**src/rtl/alu_exec_unit_if.sv**
```systemverilog
// alu_exec_unit_if: request/response bundle for the execute-stage ALU.
//   Request : in_valid, in_ready, ALU_control, a, b
//   Response: out_valid, out_ready, result, flag_n/z/c/v, err
//   master - the issuing side (decode/register-read stage or a testbench)
//   slave  - the ALU itself
interface alu_exec_unit_if #(
    parameter int unsigned WIDTH = 64
);
    logic             in_valid;
    logic             in_ready;
    logic [3:0]       ALU_control;
    logic [WIDTH-1:0] a;
    logic [WIDTH-1:0] b;
    logic             out_valid;
    logic             out_ready;
    logic [WIDTH-1:0] result;
    logic             flag_n;
    logic             flag_z;
    logic             flag_c;
    logic             flag_v;
    logic             err;

    modport master (
        output in_valid, ALU_control, a, b, out_ready,
        input  in_ready, out_valid, result, flag_n, flag_z, flag_c, flag_v, err
    );

    modport slave (
        input  in_valid, ALU_control, a, b, out_ready,
        output in_ready, out_valid, result, flag_n, flag_z, flag_c, flag_v, err
    );
endinterface

```
**src/rtl/alu_exec_unit.sv**
```systemverilog
// alu_exec_unit: execute-stage ALU with a valid/ready handshake on both sides.
// Single-cycle ops (AND, OR, ADD, SUB, PASS) finish one clock after acceptance;
// MUL is a shift-and-add over 64 clocks. Result, NZCV flags and err stay
// registered and stable while the result waits in DONE.
//   clk   - rising-edge clock
//   reset - asynchronous, active-high
//   bus   - slave side of alu_exec_unit_if (request, operands, response)
module alu_exec_unit #(
    parameter int unsigned WIDTH = 64
) (
    input logic           clk,
    input logic           reset,
    alu_exec_unit_if.slave bus
);
    localparam logic [3:0] CODE_AND  = 4'b0000;
    localparam logic [3:0] CODE_OR   = 4'b0001;
    localparam logic [3:0] CODE_ADD  = 4'b0010;
    localparam logic [3:0] CODE_SUB  = 4'b0110;
    localparam logic [3:0] CODE_PASS = 4'b0111;
    localparam logic [3:0] CODE_MUL  = 4'b1000;

    localparam int unsigned CNT_W = $clog2(WIDTH);
    localparam logic [CNT_W-1:0] CNT_LAST = CNT_W'(WIDTH - 1);

    typedef enum logic [1:0] {StIdle, StMul, StDone} state_e;

    state_e state_q, state_d;

    logic [WIDTH-1:0] mcand_q, mplier_q, acc_q;
    logic [CNT_W-1:0] count_q;
    logic [WIDTH-1:0] result_q;
    logic             flag_n_q, flag_z_q, flag_c_q, flag_v_q, err_q;

    logic             in_ready, out_valid, accept;

    // Single-cycle datapath
    logic             is_sub;
    logic [WIDTH-1:0] b_eff;
    logic [WIDTH:0]   sum;
    logic [WIDTH-1:0] op_res;
    logic             op_c, op_v, op_err;

    // One multiply step: conditional add of the shifted multiplicand
    logic [WIDTH-1:0] acc_step;

    // State register
    always_ff @(posedge clk or posedge reset) begin
        if (reset) begin
            state_q <= StIdle;
        end else begin
            state_q <= state_d;
        end
    end

    // Next-state logic
    always_comb begin
        state_d = state_q;
        unique case (state_q)
            StIdle: begin
                if (bus.in_valid) begin
                    state_d = (bus.ALU_control == CODE_MUL) ? StMul : StDone;
                end
            end
            StMul: begin
                if (count_q == CNT_LAST) begin
                    state_d = StDone;
                end
            end
            StDone: begin
                if (bus.out_ready) begin
                    state_d = StIdle;
                end
            end
            default: state_d = StIdle;
        endcase
    end

    // Handshake outputs, decoded from state only
    always_comb begin
        in_ready  = (state_q == StIdle);
        out_valid = (state_q == StDone);
    end

    assign accept = bus.in_valid & in_ready;

    always_comb begin
        is_sub = (bus.ALU_control == CODE_SUB);
        // SUB is a + ~b + 1, so C=1 means no borrow
        b_eff  = is_sub ? ~bus.b : bus.b;
        sum    = {1'b0, bus.a} + {1'b0, b_eff} + {{WIDTH{1'b0}}, is_sub};
        op_res = '0;
        op_c   = 1'b0;
        op_v   = 1'b0;
        op_err = 1'b0;
        case (bus.ALU_control)
            CODE_AND:  op_res = bus.a & bus.b;
            CODE_OR:   op_res = bus.a | bus.b;
            CODE_PASS: op_res = bus.b;
            CODE_ADD, CODE_SUB: begin
                op_res = sum[WIDTH-1:0];
                op_c   = sum[WIDTH];
                op_v   = (bus.a[WIDTH-1] == b_eff[WIDTH-1]) &&
                         (sum[WIDTH-1] != bus.a[WIDTH-1]);
            end
            default:   op_err = 1'b1;
        endcase
    end

    assign acc_step = mplier_q[0] ? (acc_q + mcand_q) : acc_q;

    // Datapath and result registers
    always_ff @(posedge clk or posedge reset) begin
        if (reset) begin
            mcand_q  <= '0;
            mplier_q <= '0;
            acc_q    <= '0;
            count_q  <= '0;
            result_q <= '0;
            flag_n_q <= 1'b0;
            flag_z_q <= 1'b0;
            flag_c_q <= 1'b0;
            flag_v_q <= 1'b0;
            err_q    <= 1'b0;
        end else begin
            case (state_q)
                StIdle: begin
                    if (accept) begin
                        if (bus.ALU_control == CODE_MUL) begin
                            mcand_q  <= bus.a;
                            mplier_q <= bus.b;
                            acc_q    <= '0;
                            count_q  <= '0;
                        end else begin
                            // Unrecognised codes leave op_res at 0, so Z reads 1
                            result_q <= op_res;
                            flag_n_q <= op_res[WIDTH-1];
                            flag_z_q <= (op_res == '0);
                            flag_c_q <= op_c;
                            flag_v_q <= op_v;
                            err_q    <= op_err;
                        end
                    end
                end
                StMul: begin
                    acc_q    <= acc_step;
                    mcand_q  <= mcand_q << 1;
                    mplier_q <= mplier_q >> 1;
                    count_q  <= count_q + 1'b1;
                    if (count_q == CNT_LAST) begin
                        result_q <= acc_step;
                        flag_n_q <= acc_step[WIDTH-1];
                        flag_z_q <= (acc_step == '0);
                        flag_c_q <= 1'b0;
                        flag_v_q <= 1'b0;
                        err_q    <= 1'b0;
                    end
                end
                default: ;
            endcase
        end
    end

    assign bus.in_ready  = in_ready;
    assign bus.out_valid = out_valid;
    assign bus.result    = result_q;
    assign bus.flag_n    = flag_n_q;
    assign bus.flag_z    = flag_z_q;
    assign bus.flag_c    = flag_c_q;
    assign bus.flag_v    = flag_v_q;
    assign bus.err       = err_q;
endmodule

```
**src/flat_wrapper.sv**
```systemverilog
// flat-port wrapper written by rule: the top's interface ports become plain ports
module alu_exec_unit_flat 
#(
    parameter int unsigned WIDTH = 64
)
  (clk, reset, bus_in_valid, bus_ALU_control, bus_a, bus_b, bus_out_ready, bus_in_ready, bus_out_valid, bus_result, bus_flag_n, bus_flag_z, bus_flag_c, bus_flag_v, bus_err);
  alu_exec_unit_if #(.WIDTH(WIDTH)) bus_i ();
  input logic clk;
  input logic reset;
  input wire logic [$bits(bus_i.in_valid)-1:0] bus_in_valid;
  input wire logic [$bits(bus_i.ALU_control)-1:0] bus_ALU_control;
  input wire logic [$bits(bus_i.a)-1:0] bus_a;
  input wire logic [$bits(bus_i.b)-1:0] bus_b;
  input wire logic [$bits(bus_i.out_ready)-1:0] bus_out_ready;
  output wire logic [$bits(bus_i.in_ready)-1:0] bus_in_ready;
  output wire logic [$bits(bus_i.out_valid)-1:0] bus_out_valid;
  output wire logic [$bits(bus_i.result)-1:0] bus_result;
  output wire logic [$bits(bus_i.flag_n)-1:0] bus_flag_n;
  output wire logic [$bits(bus_i.flag_z)-1:0] bus_flag_z;
  output wire logic [$bits(bus_i.flag_c)-1:0] bus_flag_c;
  output wire logic [$bits(bus_i.flag_v)-1:0] bus_flag_v;
  output wire logic [$bits(bus_i.err)-1:0] bus_err;
  assign bus_i.in_valid = bus_in_valid;
  assign bus_i.ALU_control = bus_ALU_control;
  assign bus_i.a = bus_a;
  assign bus_i.b = bus_b;
  assign bus_i.out_ready = bus_out_ready;
  assign bus_in_ready = bus_i.in_ready;
  assign bus_out_valid = bus_i.out_valid;
  assign bus_result = bus_i.result;
  assign bus_flag_n = bus_i.flag_n;
  assign bus_flag_z = bus_i.flag_z;
  assign bus_flag_c = bus_i.flag_c;
  assign bus_flag_v = bus_i.flag_v;
  assign bus_err = bus_i.err;
  alu_exec_unit #(.WIDTH(WIDTH)) u_core (.clk(clk), .reset(reset), .bus(bus_i));
endmodule
```
**config.mk**
```make
export PLATFORM = sky130hd
export DESIGN_NAME = alu_exec_unit_flat
export DESIGN_NICKNAME = d
export VERILOG_FILES = /design/src/rtl/alu_exec_unit_if.sv /design/src/rtl/alu_exec_unit.sv /design/src/flat_wrapper.sv
export SDC_FILE = /design/constraint.sdc
export NUM_CORES = 1
export LEC_CHECK = 0
export BUFFER_PORTS_ARGS = -buffer_cell sky130_fd_sc_hd__buf_2
export CAP_MARGIN = 40
export CORE_MARGIN = 4
export CORE_UTILIZATION = 46
export CTS_CLUSTER_DIAMETER = 50
export DETAILED_ROUTE_END_ITERATION = 6
export PLACE_DENSITY_LB_ADDON = 0.15
export SETUP_SLACK_MARGIN = 0.3
export SYNTH_ARGS = -nofsm -noshare
export SYNTH_HDL_FRONTEND = slang
export SYNTH_SLANG_ARGS = --single-unit
```
**constraint.sdc**
```tcl
create_clock -name clk -period 12.1 [get_ports clk]
set_input_delay 1.815 -clock clk [delete_from_list [all_inputs] [get_ports clk]]
set_output_delay 1.815 -clock clk [all_outputs]
set_load 0.05 [all_outputs]
```
---- Word level (Yosys, flattened, before mapping) ----
Index checks and enable logic that the tools add are counted.
word-level totals
  register bits after elaboration ......... 269
  output and inout port bits .............. 71
  logic and storage cells ................. 91
operators by class
  $add $sub $neg .......................... 4
  equality and inequality tests ........... 16
  multiplexer cells ....................... 45
  bitwise logic cells ..................... 4
  reduce and logical (&&, ||, !) cells .... 11
operators by type and width
  operator                                                                count
  64-bit two-way mux                                                      11
  64-bit case mux with 2 select lines                                     4
  64-bit case mux with 4 select lines                                     1
  64-bit zero test                                                        2
  64-bit by 64-bit adder with 65-bit output                               1
  65-bit by 1-bit adder with 65-bit output                                1
  64-bit adder                                                            1
  64-bit AND                                                              1
  64-bit NOT                                                              1
  64-bit bitwise OR                                                       1
  1-bit two-way mux                                                       16
  6-bit two-way mux                                                       2
  6-bit case mux with 2 select lines                                      1
  2-bit inequality test (second input constant)                           5
  1-bit case mux with 2 select lines                                      5
  4-bit by 3-bit equality test with 1-bit output (second input constant)  2
  2-bit two-way mux                                                       4
  6-bit by 1-bit adder with 6-bit output (second input constant)          1
  6-bit equality test (second input constant)                             1
  2-bit case mux with 3 select lines                                      1
  3-bit AND reduction                                                     2
  5-bit OR reduction                                                      1
  4-bit by 1-bit equality test with 1-bit output (second input constant)  1
  4-bit by 2-bit equality test with 1-bit output (second input constant)  1
  13 further kinds                                                        13

---- Logic depth before layout (Yosys ltp) ----
Gate-level depths: netlist of the first run.
  word-level depth ........................ 10
  mapped depth ............................ 20

---- Worst setup path after synthesis of the first run ----
OpenSTA, ideal clock, no wires.
  kind .................................... input to register
  start ................................... input bus_ALU_control[0]
  end ..................................... register u_core.flag_z_q, in the netlist u_core.bus.flag_z
  library setup time ...................... 0.095 ns
  arrival time ............................ 6.631 ns
  data required time ...................... 12.005 ns
  setup slack ............................. 5.374 ns
  cell stages on the path ................. 19
  path through ............................ clkbuf_1 -> nor4bb_1 -> clkbuf_1 -> buf_1 -> xor2_1 -> ha_1 -> a21oi_2 -> o21ai_1 -> a221oi_1 -> a211oi_2 -> a211oi_1 -> or4_1 -> nand2_1 -> or4_1 -> nor4_1 -> nand4_1 -> nor4_1 -> a32oi_1 -> o31ai_1
on the way
  longest elaborated chain between the ends .. 9
  elaborated cells between the ends (all ways) .. 17
ends and longest elaborated chain
  what                                            RTL line                                  source
  from (decl)                                     flat_wrapper.sv:11                        input wire logic [$bits(bus_i.ALU_control)-1:0] bus_ALU_control;
  4-bit by 3-bit equality test with 1-bit output  alu_exec_unit.sv:87, alu_exec_unit.sv:95
  64-bit two-way mux                              alu_exec_unit.sv:89                       b_eff = is_sub ? ~bus.b : bus.b;
  64-bit by 64-bit adder with 65-bit output       alu_exec_unit.sv:90                       sum = {1'b0, bus.a} + {1'b0, b_eff} + {{WIDTH{1'b0}}, is_sub};
  65-bit by 1-bit adder with 65-bit output        alu_exec_unit.sv:90
  64-bit case mux with 4 select lines             alu_exec_unit.sv:95                       case (bus.ALU_control)
  64-bit zero test                                alu_exec_unit.sv:137                      flag_z_q <= (op_res == '0);
  1-bit two-way mux                               alu_exec_unit.sv:128                      if (bus.ALU_control == CODE_MUL) begin
  1-bit two-way mux                               alu_exec_unit.sv:127                      if (accept) begin
  1-bit case mux with 2 select lines              alu_exec_unit.sv:125                      case (state_q)
  to (signal assigned)                            alu_exec_unit.sv:137
  to (signal assigned)                            alu_exec_unit.sv:152                      flag_z_q <= (acc_step == '0);
  to (decl)                                       alu_exec_unit.sv:32                       logic flag_n_q, flag_z_q, flag_c_q, flag_v_q, err_q;
Several ways; a longest one is shown, not always the timed one. The select of a mux whose other input is x is not followed.
A chain may end at the register's enable or synchronous reset.

---- Worst setup path after layout of the first run ----
  start ................................... input bus_ALU_control[2]
  end ..................................... register u_core.flag_z_q, in the netlist u_core.bus.flag_z
The elaborated chain is that of the path after synthesis.

==> results.yml, run 1 <==
clock_tree:
  clkTransAtPathRegs_ns: 0.06
  cts_root_buf: "clkbuf_16"
  hold_buffers: 0
  cts-resized-gates: 0
  post-cts-setup-buffer-count: 0
  numClockSinks: 268
  numCtsBuffers: 42
  clk_path_buf_depth: 3
  cts_tree: "done"
  clkLatencyLatePin_ns: 0.59
  htreeDepth: 2
critical_path:
  startpoint_type: "primary input"
  worst-setup-path-type: "primary input to register"
  path_cells: "buf_2 > nor4bb_4 > buf_4 > buf_4 > xor2_1 > ha_1 > nand4_1 > nor4_1 > a21boi_0 > nor3_1 > o41ai_1 > a21boi_0 > xnor2_1 > a222oi_1 > o2111ai_1 > nor4_1 > a32oi_1 > o31ai_1"
  cp_slowest_stage_delay_ns: 0.72
  worstSetupEndpointType: "register"
  rr_startpoint: "u_core.acc_q[0]"
  reg2reg_depth: 15
  cp_slowest_cell: "buf_4"
  crit_required_ns: 12.57
  crit_start: "bus_ALU_control[2]"
  critical_path_arrival_ns: 8.02
  critPathMaxFanout: 49
sta:
  hold_viol: 0
  holdWs_ns: 0.4706
  tightest_slew_ns: 1.072
  timing.final.crit_share_pct: 62.36
  period_minus_slack_ns: 7.546
  fin_worst_skew_ns: 0.02789
  max_clock_freq_mhz: 132.5
  setup_viol: 0
  drv_slew: 0
  setup_slack_ns: 4.554
  rsz0062_at_grt: "false"
  maxSlewHeadroom_pct: 28.54
  setup_tns_ns: 0
final_layout:
  finalNetCount: 3428
  layout_commonest_cell: "nand2_1"
  drive_gt1_share_pct: 11.43
  n_fill_cell: 4887
  area_growth_pct: 12.46
  post-route-util_pct: 52.56
  layout_common_cells: "624 x nand2_1, 296 x nor2_1, 267 x dfrtp_1, 243 x a21oi_1, 207 x buf_2"
global_route:
  grt_max_degree: 159
  grtUsageTotal_pct: 34.09
  grt_pass1_vias: 22730
  overflow: 0
  antenna_found_initial: 1
  grt_pass1_wl_um: 141600
worst_hold_path:
  min-delay-start: "u_core.bus.result[30]"
  whs_path_depth: 1
  hold_class: "register to register"
placement:
  dp_hpwl_um: 73550
  place.gp.congestion: 0.9755
  io_buffers: 206
  dpl_worst_slack_ns: 4.146
yosys:
  synthArstFlopShare_pct: 100.0
  synth_fp_nets: 3343
  seq_area_frac_synth_pct: 29.13
  avgSynthCellArea_um2: 7.520
  syn_area_mm2: 0.02302
  netlist_instances: 3061
  synth_flop_cell: "dfrtp_1"
  synth.distinct_cells: 85
  yosys_warnings: 0
  synth_edf_count: 0
  ys_ff_latch: 268
status:
  status: "finished, final reports clean"
floorplan:
  fp.dieH_um: 231.7
  coreArea_mm2: 0.04925
  start_util_pct: 46.74
  ios: 207
  die_w_um: 231.7
  die-area_mm2: 0.05368
  row_count: 81
pwr:
  power_density_mw_per_mm2: 268.9
  power_uw: 6960
  vdd_drop_max_mv: 0.1648
  leakagePower_uw: 0.01169
route:
  dr_total_vias: 24540
  dr.pass1.iters: 7
  drt_iter0_drc: 2997
  route.antenna.remaining_nets: 0
  via_per_inst: 6.387
  wl_per_cell_um: 24.63
  wirelength_um: 94610
  route.detailed.drc: 0
run:
  drv_cap: 0
-- cell type report --
cell class | instances | area (um2) | share of cell area (%)
flip-flops and latches | 268 | 6710 | 25.92
inverters | 37 | 146.4 | 0.5655
diodes | 1 | 2.502 | 0.009667
multi-input cells | 2556 | 15480 | 59.81
clock inverters | 24 | 241.5 | 0.9328
clock buffers | 51 | 1125 | 4.345
well taps | 664 | 830.8 | 3.209
repair buffers | 241 | 1348 | 5.205
-- through the flow --
step | std cells | cell area [um2]
final | 3842 | 25890
after global routing | 3842 | 25890
after CTS | 3840 | 25880
after detailed placement | 3765 | 24510
after global placement | 3761 | 24440
after floorplan | 3061 | 23020
-- logic make-up after synthesis --
logic type / count (synthesis) / share of synthesized area, %
DFF: 268 / 29.13
buffers and inverters: 237 / 3.908
AOI/OAI and AO/OA: 948 / 26.36
muxes: 58 / 2.587
and+or+nand+nor: 1236 / 23.58
adders and majority gates: 152 / 8.262
xor gates and xnor gates: 162 / 6.164
-- critical path: cells and delay by family --
family | cells | cell delay, ns
AOI/OAI and AO/OA | 7 | 2.44
xor gates and xnor gates | 2 | 0.32
adders and majority gates | 1 | 0.52
buffers and inverters | 3 | 1.27
and+or+nand+nor | 5 | 1.58
-- report_power, final --
group / internal, uW / total (uW) / switching, uW
combinational: 1430 / 4120 / 2690
clock: 685 / 1190 / 507
sequential: 1280 / 1650 / 373
total: 3390 / 6960 / 3570
-- worst paths after layout --
check	end	slack, ns
setup / recovery	u_core.bus.flag_z	4.55
setup reg to reg	u_core.bus.flag_z	7.24
hold reg to reg	u_core.bus.result[30]	0.47
min in group asynchronous	u_core.mcand_q[2]	1.33
hold / removal	u_core.bus.result[30]	0.47
max in group asynchronous	u_core.bus.result[47]	8.84
-- per-layer routing --
layer / vias up / GRT usage, % / wire, um / share of wire [%]
met5: - / 0 / 0 / 0
met4: 0 / 9.677 / 2735 / 2.9
met2: 1245 / 47.80 / 38340 / 41
met1: 11860 / 51.45 / 43290 / 46
li1: 11270 / - / - / -
met3: 161 / 8.881 / 10240 / 11
-- cell usage after synthesis, types with 20 or more instances --
master | number | share of area (%)
a211oi_1 | 32 | 1.0
nand2_1 | 625 | 10
o31ai_1 | 20 | 0.65
dfrtp_1 | 268 | 29
clkbuf_1 | 170 | 2.8
mux2i_1 | 46 | 2.0
nor3_1 | 39 | 0.85
nand4_1 | 69 | 1.9
inv_1 | 37 | 0.60
buf_1 | 24 | 0.39
xor2_1 | 108 | 4.1
xnor2_1 | 54 | 2.1
nor4_1 | 25 | 0.68
or3_1 | 20 | 0.54
a22o_1 | 24 | 0.91
a22oi_1 | 37 | 1.2
a31oi_1 | 139 | 3.8
o21bai_1 | 23 | 0.75
and3_1 | 32 | 0.87
o21ai_0 | 203 | 4.4
o21a_1 | 32 | 1.0
a21o_1 | 47 | 1.5
ha_1 | 144 | 7.8
nand3_1 | 35 | 0.76
nor2_1 | 298 | 4.9
a21oi_1 | 243 | 5.3
-- sequential cells by signal (all words and copies together), names as in the netlist --
name               flops
u_core.acc_q          64
u_core.mcand_q        64
u_core.mplier_q       64
u_core.bus.result     63
u_core.count_q         6
u_core.state_q         2
u_core.bus.err         1
u_core.bus.flag_c      1
u_core.bus.flag_n      1
u_core.bus.flag_v      1
u_core.bus.flag_z      1
Note: power is estimated with default switching activity, not from simulation.
==> run 2, diff against run 1 <==
Clock period 12.1 ns to 6.65 ns, I/O delays scaled along.
==> run 2 against run 1 <==
Critical endpoint unchanged; clock power up 82%; cell area up 0.90%; final cell count increased by 0.75%; first-iteration DRC count decreased by 6.6%; clock skew is 0.0033 ns lower; wire length decreased by 0.99%; combinational power grew 82%; the run now ends with design-rule violations left; count of clock-buffer cells in the layout up 4.
==> results.yml, run 2 (synthesis gave the netlist of run 1 again) <==
pwr:
  swShare_pct: 50.73
  leakagePower_uw: 0.01182
  combPwrFrac_pct: 59.2
  seq_power_share_pct: 23.7
  vdd_drop_max_mv: 0.2278
  power_uw: 12650
  p_int_uw: 6235
  power_density_mw_per_mm2: 484.5
  power.net_switching_uw: 6420
  clkPwrFrac_pct: 17.2
critical_path:
  startpoint_type: "primary input"
  crit_required_ns: 7.14
  critical_path_arrival_ns: 6.33
  rrSetupSlack_ns: 1.79
  worstSetupEndpointType: "register"
  crit_start: "bus_ALU_control[1]"
  rr_startpoint: "u_core.acc_q[0]"
  reg2reg_depth: 14
  worst-setup-path-type: "primary input to register"
  r2r-end: "u_core.bus.flag_z"
  critPathMaxFanout: 35
sta:
  tightest_slew_ns: 0.9409
  max_clock_freq_mhz: 171.4
  period_minus_slack_ns: 5.835
  fin_worst_skew_ns: 0.02460
  rsz0062_at_grt: "false"
  setup_viol: 0
  drv_slew: 0
  setup_tns_ns: 0
  maxSlewHeadroom_pct: 37.28
  timing.final.crit_share_pct: 87.75
  hold_viol: 0
  holdWs_ns: 0.4728
clock_tree:
  numCtsBuffers: 40
  clkLatencyLatePin_ns: 0.59
  cts_root_buf: "clkbuf_16"
  hold_buffers: 0
  cts_tree: "done"
  clkTransAtPathRegs_ns: 0.06
  numClockSinks: 268
  post-cts-setup-buffer-count: 0
  cts-resized-gates: 0
  htreeDepth: 2
  clk_path_buf_depth: 3
route:
  route.antenna.remaining_nets: 0
  wl_per_cell_um: 24.20
  wirelength_um: 93670
  dr.pass1.iters: 7
  wl_met2_um: 37990
  top_layer_used: "met4"
  drt_iter0_drc: 2799
  dr_total_vias: 24550
  met3WireLength_um: 9308
  drt-met1-wl_um: 43150
  route.detailed.drc: 1
  via_per_inst: 6.342
run:
  drv_cap: 0
final_layout:
  drive_gt1_share_pct: 12.13
  n_antenna_cell: 0
  area_growth_pct: 13.47
  layout_common_cells: "624 x nand2_1, 296 x nor2_1, 267 x dfrtp_1, 243 x a21oi_1, 209 x buf_2"
  top_regs: "u_core.acc_q x64, u_core.mcand_q x64, u_core.mplier_q x64"
  n_fill_cell: 4886
  post-route-util_pct: 53.03
  final_cells: 3871
  layout_commonest_cell: "nand2_1"
  finalNetCount: 3457
floorplan:
  ios: 207
  row_count: 81
  die_w_um: 231.7
  coreArea_mm2: 0.04925
  start_util_pct: 46.74
  fp.dieH_um: 231.7
  die-area_mm2: 0.05368
placement:
  io_buffers: 206
  place.gp.congestion: 0.9644
  dp_hpwl_um: 72610
  numPlacedInstances: 3797
worst_hold_path:
  hold_class: "register to register"
  whs_path_depth: 1
  whs_endpoint: "u_core.bus.result[30]"
  min-delay-start: "u_core.bus.result[30]"
global_route:
  overflow: 0
  grt_pass1_wl_um: 139900
  grtUsageTotal_pct: 33.71
  grt_pass1_vias: 22380
  antenna_found_initial: 0
  grt_max_degree: 152
status:
  status: "complete, but fails checks"
  violations: "design-rule violations"
-- run 2: worst max path at each step --
stage	endpoint	slack [ns]	cells after the start
3_5_place_dp	u_core.bus.flag_z	0.31	19
5_1_grt	u_core.bus.flag_z	0.32	19
3_3_place_gp	u_core.bus.flag_z	0.34	19
4_1_cts	u_core.bus.flag_z	0.89	19
6_report	u_core.bus.flag_z	0.81	19
2_1_floorplan	u_core.bus.flag_z	0.74	19
-- run 2: stage by stage --
stage               cell area [um2]  setup slack, ns
floorplan                     23020           0.7415
finish                        26120           0.8147
global placement              24680           0.3391
CTS                           26120           0.8880
detailed placement            24760           0.3136
global route                  26120           0.3227
-- run 2: area by class of cell --
cell class	instances	area [um2]	share of cell area, %
multi-input cells	2556	15480	59.28
flip-flops and latches	268	6710	25.69
repair buffers	272	1589	6.084
clock buffers	55	1129	4.321
well taps	664	830.8	3.181
clock inverters	19	235.2	0.9006
inverters	37	142.6	0.5461
-- run 2: routing by layer --
layer	vias to the layer above	global-route usage, %
li1	11330	-
met1	11870	52.18
met2	1187	47.23
met3	162	6.011
met4	0	10.72
met5	-	0
-- run 2: critical path: stages --
cell and delay (ns):
buf_2 0.25, nor4bb_4 0.30, buf_12 0.30, xor2_1 0.23, inv_1 0.08, fa_1 0.43
nand3b_1 0.25, a2111oi_2 0.51, o311ai_1 0.26, a2111oi_0 0.71, mux2i_1 0.16, nor2_1 0.17
nand3_1 0.09, or4_1 0.42, nor4_1 0.38, nand4_1 0.19, nor4_1 0.32, a32oi_1 0.16
o31ai_1 0.11
-- run 2: power by group through the flow --
stage | Clock (uW) | Sequential (uW) | Combinational (uW)
after floorplan | 0 | 3150 | 4900
after global placement | 0 | 2970 | 7190
after detailed placement | 0 | 2990 | 7270
after CTS | 2210 | 2970 | 7320
after global routing | 2280 | 3070 | 8150
final | 2170 | 2990 | 7490
